### config.mk
export PLATFORM = sky130hd
export DESIGN_NAME = fractal_up_regs_flat
export DESIGN_NICKNAME = d
export VERILOG_FILES = /design/src/rtl/fractal_up_regs_if.sv /design/src/rtl/fractal_up_regs.sv /design/src/flat_wrapper.sv
export SDC_FILE = /design/constraint.sdc
export NUM_CORES = 1
export LEC_CHECK = 0
export CAP_MARGIN = 10
export CORE_MARGIN = 3
export CORE_UTILIZATION = 46
export DETAILED_ROUTE_END_ITERATION = 8
export PLACE_DENSITY_LB_ADDON = 0.08
export SYNTH_ARGS = -nofsm -noshare
export SYNTH_HDL_FRONTEND = slang
export SYNTH_SLANG_ARGS = --single-unit
### constraint.sdc
create_clock -name clk -period 3.8 [get_ports clk]
set_clock_uncertainty 0.1 [all_clocks]
set_input_delay 0.76 -clock clk [delete_from_list [all_inputs] [get_ports clk]]
set_output_delay 0.76 -clock clk [all_outputs]
set_load 0.03 [all_outputs]
### src/rtl/fractal_up_regs_if.sv
// fractal_up_regs_if: byte-wide uP register bus between host and fractal register slave
// Signals: pi_blk_sel, pi_addr[3:0], pi_wr_en, pi_rd_en, pi_wr_data[7:0] (host -> slave);
//          pi_rd_data[7:0], interrupt (slave -> host); interrupt_ack (host -> slave).
// Modports: master (host side), slave (register block side).
interface fractal_up_regs_if;
    logic       pi_blk_sel;
    logic [3:0] pi_addr;
    logic       pi_wr_en;
    logic       pi_rd_en;
    logic [7:0] pi_wr_data;
    logic [7:0] pi_rd_data;
    logic       interrupt;
    logic       interrupt_ack;

    modport master (
        output pi_blk_sel, pi_addr, pi_wr_en, pi_rd_en, pi_wr_data, interrupt_ack,
        input  pi_rd_data, interrupt
    );

    modport slave (
        input  pi_blk_sel, pi_addr, pi_wr_en, pi_rd_en, pi_wr_data, interrupt_ack,
        output pi_rd_data, interrupt
    );
endinterface

### src/rtl/fractal_up_regs.sv
// fractal_up_regs: uP register slave that loads coordinates, starts the fractal engine and reports its result
// Ports: clk, rst_n (async assert, active-low);
//        up            fractal_up_regs_if.slave - host register bus plus interrupt/ack;
//        core_start    one-cycle start pulse to the engine;
//        core_x/core_y committed 16-bit coordinates; core_max_iter iteration limit;
//        core_done     engine completion pulse; core_iter result valid with core_done.
// Option: define UP_REG_RDBACK_EN to read back committed X/Y bytes (addr 0-3) and MAX_ITER (addr 4);
//         otherwise those addresses are write-only and read 0.
module fractal_up_regs #(
    parameter int         ITER_W   = 8,
    parameter logic [7:0] BLOCK_ID = 8'hF5
) (
    input  logic              clk,
    input  logic              rst_n,
    fractal_up_regs_if.slave  up,
    output logic              core_start,
    output logic [15:0]       core_x,
    output logic [15:0]       core_y,
    output logic [ITER_W-1:0] core_max_iter,
    input  logic              core_done,
    input  logic [ITER_W-1:0] core_iter
);
    typedef enum logic [1:0] {IDLE, RUN, DONE} state_t;

    state_t            state_q, state_d;
    logic [7:0]        x_lo_q, x_lo_d, y_lo_q, y_lo_d, rd_data_q, rd_data_d, rd_mux;
    logic [15:0]       core_x_q, core_x_d, core_y_q, core_y_d;
    logic [ITER_W-1:0] max_iter_q, max_iter_d, result_q, result_d;
    logic              irq_en_q, irq_en_d, irq_pend_q, irq_pend_d;
    logic              start_err_q, start_err_d, core_start_q, core_start_d;
    logic              wr, rd, ctrl_wr, start_ok, fin;

    always_comb begin
        wr           = up.pi_blk_sel & up.pi_wr_en;
        // write wins when both strobes are high, so the read is suppressed
        rd           = up.pi_blk_sel & up.pi_rd_en & ~up.pi_wr_en;
        ctrl_wr      = wr & (up.pi_addr == 4'h5);
        start_ok     = ctrl_wr & up.pi_wr_data[0] & (state_q != RUN);
        fin          = core_done & (state_q == RUN);
        x_lo_d       = (wr && up.pi_addr == 4'h0) ? up.pi_wr_data : x_lo_q;
        core_x_d     = (wr && up.pi_addr == 4'h1) ? {up.pi_wr_data, x_lo_q} : core_x_q;
        y_lo_d       = (wr && up.pi_addr == 4'h2) ? up.pi_wr_data : y_lo_q;
        core_y_d     = (wr && up.pi_addr == 4'h3) ? {up.pi_wr_data, y_lo_q} : core_y_q;
        max_iter_d   = (wr && up.pi_addr == 4'h4) ? up.pi_wr_data[ITER_W-1:0] : max_iter_q;
        irq_en_d     = ctrl_wr ? up.pi_wr_data[1] : irq_en_q;
        // a start while running is dropped and flagged; a CTRL write without start clears the flag
        start_err_d  = ctrl_wr ? (up.pi_wr_data[0] ? (start_err_q | (state_q == RUN)) : 1'b0) : start_err_q;
        core_start_d = start_ok;
        state_d      = start_ok ? RUN : fin ? DONE : state_q;
        result_d     = fin ? core_iter : result_q;
        // a fresh completion outranks a coincident acknowledge
        irq_pend_d   = (fin & irq_en_q) | (irq_pend_q & ~up.interrupt_ack);
        rd_mux       = '0;
        case (up.pi_addr)
`ifdef UP_REG_RDBACK_EN
            4'h0:    rd_mux = core_x_q[7:0];
            4'h1:    rd_mux = core_x_q[15:8];
            4'h2:    rd_mux = core_y_q[7:0];
            4'h3:    rd_mux = core_y_q[15:8];
            4'h4:    rd_mux = 8'(max_iter_q);
`endif
            4'h5:    rd_mux = {6'b0, irq_en_q, 1'b0};
            4'h6:    rd_mux = {4'b0, start_err_q, irq_pend_q, state_q == DONE, state_q == RUN};
            4'h7:    rd_mux = 8'(result_q);
            4'hF:    rd_mux = BLOCK_ID;
            default: rd_mux = '0;
        endcase
        rd_data_d    = rd ? rd_mux : rd_data_q;
    end

    always_ff @(posedge clk or negedge rst_n) begin
        if (!rst_n) begin
            state_q      <= IDLE;
            x_lo_q       <= '0;
            y_lo_q       <= '0;
            core_x_q     <= '0;
            core_y_q     <= '0;
            max_iter_q   <= '0;
            result_q     <= '0;
            irq_en_q     <= 1'b0;
            irq_pend_q   <= 1'b0;
            start_err_q  <= 1'b0;
            core_start_q <= 1'b0;
            rd_data_q    <= '0;
        end else begin
            state_q      <= state_d;
            x_lo_q       <= x_lo_d;
            y_lo_q       <= y_lo_d;
            core_x_q     <= core_x_d;
            core_y_q     <= core_y_d;
            max_iter_q   <= max_iter_d;
            result_q     <= result_d;
            irq_en_q     <= irq_en_d;
            irq_pend_q   <= irq_pend_d;
            start_err_q  <= start_err_d;
            core_start_q <= core_start_d;
            rd_data_q    <= rd_data_d;
        end
    end

    assign core_start    = core_start_q;
    assign core_x        = core_x_q;
    assign core_y        = core_y_q;
    assign core_max_iter = max_iter_q;
    assign up.pi_rd_data = rd_data_q;
    assign up.interrupt  = irq_pend_q;
endmodule

### src/flat_wrapper.sv
// flat-port wrapper written by rule: the top's interface ports become plain ports
module fractal_up_regs_flat 
#(
    parameter int         ITER_W   = 8,
    parameter logic [7:0] BLOCK_ID = 8'hF5
)
  (clk, rst_n, core_start, core_x, core_y, core_max_iter, core_done, core_iter, up_pi_blk_sel, up_pi_addr, up_pi_wr_en, up_pi_rd_en, up_pi_wr_data, up_interrupt_ack, up_pi_rd_data, up_interrupt);
  fractal_up_regs_if up_i ();
  input  logic clk;
  input  logic rst_n;
  output logic core_start;
  output logic [15:0] core_x;
  output logic [15:0] core_y;
  output logic [ITER_W-1:0] core_max_iter;
  input  logic core_done;
  input  logic [ITER_W-1:0] core_iter;
  input wire logic [$bits(up_i.pi_blk_sel)-1:0] up_pi_blk_sel;
  input wire logic [$bits(up_i.pi_addr)-1:0] up_pi_addr;
  input wire logic [$bits(up_i.pi_wr_en)-1:0] up_pi_wr_en;
  input wire logic [$bits(up_i.pi_rd_en)-1:0] up_pi_rd_en;
  input wire logic [$bits(up_i.pi_wr_data)-1:0] up_pi_wr_data;
  input wire logic [$bits(up_i.interrupt_ack)-1:0] up_interrupt_ack;
  output wire logic [$bits(up_i.pi_rd_data)-1:0] up_pi_rd_data;
  output wire logic [$bits(up_i.interrupt)-1:0] up_interrupt;
  assign up_i.pi_blk_sel = up_pi_blk_sel;
  assign up_i.pi_addr = up_pi_addr;
  assign up_i.pi_wr_en = up_pi_wr_en;
  assign up_i.pi_rd_en = up_pi_rd_en;
  assign up_i.pi_wr_data = up_pi_wr_data;
  assign up_i.interrupt_ack = up_interrupt_ack;
  assign up_pi_rd_data = up_i.pi_rd_data;
  assign up_interrupt = up_i.interrupt;
  fractal_up_regs #(.ITER_W(ITER_W), .BLOCK_ID(BLOCK_ID)) u_core (.clk(clk), .rst_n(rst_n), .up(up_i), .core_start(core_start), .core_x(core_x), .core_y(core_y), .core_max_iter(core_max_iter), .core_done(core_done), .core_iter(core_iter));
endmodule
Word-level counts from Yosys, hierarchy flattened
Cells that the tools add are included.

Input bits: 27. Output and inout port bits: 50. Register bits after elaboration: 78. Logic and storage cells: 47.

Eq/ne operators: 11. Multiplexer cells: 4. Reduce and logical (&&, ||, !) cells: 7. Bitwise gates (word level): 13.

Operator list (number): one-hot mux 8 bit (4 select lines) (1); equality test 4 x 3 -> 1 bit, second input constant (4); AND 1 bit (9); equality test 4 x 2 -> 1 bit, second input constant (2); logical AND 1 bit (5); equality test 4 x 1 -> 1 bit, second input constant (1); equality test 4 bit, second input constant (1); logical NOT 4 bit (1); 2-to-1 mux 2 bit (2); equality test 2 x 1 -> 1 bit, second input constant (1); equality test 2 bit, second input constant (1); inequality test 2 x 1 -> 1 bit, second input constant (1); inverter 1 bit (2); OR 1 bit (2); nonzero test 2 bit (1); 2-to-1 mux 1 bit (1).

Depth between registers and ports, before layout
Depth after elaboration: 5. Gate-level depth with buffers: 5. Gate-level depth less buffers: 3.

Worst setup path after synthesis
No wires, ideal clock.

Kind: in2reg. Start point: input port up_pi_addr[2]. End point: register u_core.core_y_q[10], in the netlist u_core.core_y[10]. Stages on the path: 5. Path slack: 1733 ps. Library setup time: 125 ps. Arrival time: 1842 ps. Cell sequence: and4bb_4 > and3_4 > buf_6 > buf_6 > mux2_4.

Cells in the longest elaborated chain, start to end: 2.

Ends and longest elaborated chain: start: declaration (RTL line flat_wrapper.sv:18) `input wire logic [$bits(up_i.pi_addr)-1:0] up_pi_addr;`; equality test 4 x 2 -> 1 bit (RTL line fractal_up_regs.sv:43) `core_y_d = (wr && up.pi_addr == 4'h3) ? {up.pi_wr_data, y_lo_q} : core_y_q;`; logical AND 1 bit (RTL line fractal_up_regs.sv:43); end signal: assignment (RTL line fractal_up_regs.sv:90) `core_y_q <= core_y_d;`; end: declaration (RTL line fractal_up_regs.sv:27) `logic [15:0] core_x_q, core_x_d, core_y_q, core_y_d;`.

Every way passes these cells. A chain may end at the register's enable or synchronous reset.

Worst setup path after layout
Start point: input port up_pi_addr[3]. End point: register u_core.core_y_q[3], in the netlist u_core.core_y[3].

Same word-level chain as after synthesis.

==> run_results.csv <==
group,metric,value,unit
status,status,"finished clean",
global_route,grt_pass1_wl,9.991,mm
setup_path,r2r_start,"u_core.state_q[1]",
timing,fin_tns_setup,0,ps
clock_network,cts_root_buf,"clkbuf_8",
die,core-area,0.006459,mm²
clock_network,post_cts_buffers,0,
die,die_x,88.20,µm
timing,drv_slew,0,
logic_synthesis,avgSynthCellArea,15.09,µm²
logic_synthesis,synthCells,206,
timing,tightest_slew,944.6,ps
logic_synthesis,synth_cell_types,31,
timing,finalHoldViolCount,0,
placement,gp_congestion,0.8292,
logic_synthesis,ys_ff_latch,78,
setup_path,r2r-end,"u_core.result_q[6]",
setup_path,start_kind,"input port",
cells_and_area,postLayoutCoreUtil,0.6404,
die,die_h,88.20,µm
logic_synthesis,synth_top_family_by_area,"multiplexers",
clock_network,cts_hold_buf,0,
pwr,vdd_drop_max,0.3765,mV
timing,rsz0062_at_grt,"false",
logic_synthesis,netlist_area,0.003108,mm²
logic_synthesis,synth-xor-area-share,0,
pwr,p_leak,1.868,nW
placement,place_ws,1118,ps
clock_network,cts_sinks,78,
logic_synthesis,ys_async_sr_fraction,1.000,
pwr,power_density,570.5,mW/mm²
placement,dpl.hpwl,4.110,mm
drt,postRouteAntennaNets,0,
clock_network,cts_max_level,3,
drt,vias,1920,
global_route,grt_max_degree,79,
min_path,hold_path.class,"flop to flop",
placement,place_area,0.003921,mm²
timing,fin_crit,2315,ps
drt,detail_route.wl_per_cell,16.35,µm
die,dieArea,0.007778,mm²
timing,final-setup-viol-count,0,
clock_network,cts_resized,0,
clock_network,cts_tree,"yes",
global_route,grtUsageTotal,0.1721,
timing,finalWorstSetupSlack,1485,ps
clock_network,clk_pin_slew_worst_paths,80,ps
setup_path,r2r_setup_slack,2140,ps
logic_synthesis,ys.flop_type,"dfrtp_1",
cells_and_area,finalNetCount,314,
logic_synthesis,yosys.area_share.simple,0.05918,
global_route,antenna_found_initial,0,
setup_path,crit_path_end_kind,"flop",
die,rows,29,
cells_and_area,drive_gt1_frac,0.2842,
logic_synthesis,synth.yosys.seq_area_share,0.6280,
logic_synthesis,synthMuxAreaShare,0.2540,
timing,fmax,432.0,MHz
die,io_pins,77,
logic_synthesis,yosysWarnings,0,
run,cap_violations,0,
setup_path,r2r_cells,3,
logic_synthesis,synth_compound_area_frac,0.04187,
placement,port-buffer-count,76,
drt,drc,0,
timing,slew_headroom,0.3703,
setup_path,worstSetupPathType,"input port to flop",
clock_network,cts_buffers,9,
drt,vias_per_cell,5.203,
die,start_util,0.4812,
cells_and_area,syn2layout_area_growth,33.09,%
clock_network,clock_path_buffers,2,
drt,drt_iter0_drc,60,
timing,holdWs,378.4,ps
setup_path,path_max_fanout,16,
logic_synthesis,synth_edf_count,0,
setup_path,required,3920,ps
setup_path,cp.arrival,2440,ps
min_path,min_from,"u_core.up.pi_rd_data[1]",
min_path,whs_endpoint,"u_core.up.pi_rd_data[1]",
logic_synthesis,synthAdderAreaFrac,0,
global_route,grt_pass1_vias,1924,
cells_and_area,stdcell_area,0.004136,mm²
timing,period_share,0.6091,
logic_synthesis,synthesis.nets,233,
min_path,hold_path_depth,2,
drt,drt-pass1-iter-count,4,
clock_network,clk_latency,340,ps
cells_and_area,antenna_cells,0,
global_route,grt-ovfl-total,0,
drt,wirelength,6.033,mm
-- registers in the layout, summed over array words and instances, names as in the netlist --
signal	cells
u_core.up.interrupt	1
u_core.core_x	16
u_core.core_max_iter	8
u_core.x_lo_q	8
u_core.core_y	16
u_core.state_q	2
u_core.up.pi_rd_data	8
u_core.result_q	8
u_core.start_err_q	1
u_core.irq_en_q	1
u_core.y_lo_q	8
u_core.core_start	1
-- how the worst max path moves through the flow --
stage	from	to	slack [ps]	cells after the start
finish	up_pi_addr[3]	u_core.core_y[3]	1490	4
CTS	up_pi_addr[3]	u_core.core_y[3]	1490	4
floorplan	up_pi_addr[2]	u_core.core_y[10]	1730	5
detailed placement	up_pi_addr[3]	u_core.core_y[3]	1120	4
global placement	up_pi_addr[3]	u_core.y_lo_q[5]	1130	4
global route	up_pi_addr[3]	u_core.core_max_iter[6]	1400	4
-- worst max-delay path: stages --
cell and delay (ps):
clkdlybuf4s50_1 530, and4bb_4 390, and3_4 380, mux2_2 370
-- where the power goes --
group | internal (mW) | total, mW | switching [mW]
Combinational | 0.307 | 0.602 | 0.295
Sequential | 1.00 | 1.09 | 0.0876
Clock | 0.372 | 0.671 | 0.299
Total | 1.68 | 2.36 | 0.682
-- cells by family (layout without fill, tap and decap cells) --
family          Yosys count  after routing
flops                    78             78
mux                      67             67
simple gates             32             32
compound gates           20             20
buf+inv                   9             95
-- metal layers --
layer  wire, µm  part of all wire  track usage
met4        108             0.018      0.07830
met2       2853              0.47       0.2658
met3        387             0.064      0.04892
met1       2683              0.44       0.2258
met5          0                 0            0
-- placed cells by master, fill, tap and decap left out, types with 3 or more instances in the layout --
master           count
nand3b_1             3
clkbuf_8             9
clkdlybuf4s50_1     75
mux2_4              10
o21ai_0             10
dfrtp_1             78
inv_1                3
mux2_2              55
nand3_1              3
nand2_1             10
nor2_1               5
-- synth_stat cells, drive strengths merged, types with 2 or more instances --
library cell  count  area (µm²)
and2b             2       15.01
dfrtp            78        1952
mux2             65       769.5
buf               5       37.53
a21oi             2       10.01
inv               3       11.26
nor2              5       18.77
mux2i             2       20.02
nand3b            3       22.52
o41ai             2       17.52
nand3             3       15.01
and3              2       17.52
nand2            11       43.80
o21ai            10       50.05
-- final cells by class --
| type | instances | area [µm²] |
|---|---|---|
| Fill cell | 510 | 2322 |
| Sequential cell | 78 | 1952 |
| Multi-Input combinational cell | 119 | 1104 |
| Timing Repair Buffer | 76 | 758.2 |
| Clock buffer | 11 | 131.4 |
| Tap cell | 77 | 96.34 |
| Clock inverter | 5 | 83.83 |
| Inverter | 3 | 11.26 |
-- per-stage QoR --
stage	std cells	power, mW
2_1_floorplan	206	1.445
3_3_place_gp	353	1.702
3_5_place_dp	353	1.712
4_1_cts	369	2.384
5_1_grt	369	2.480
6_report	369	2.360
(Power assumes the default switching activity.)
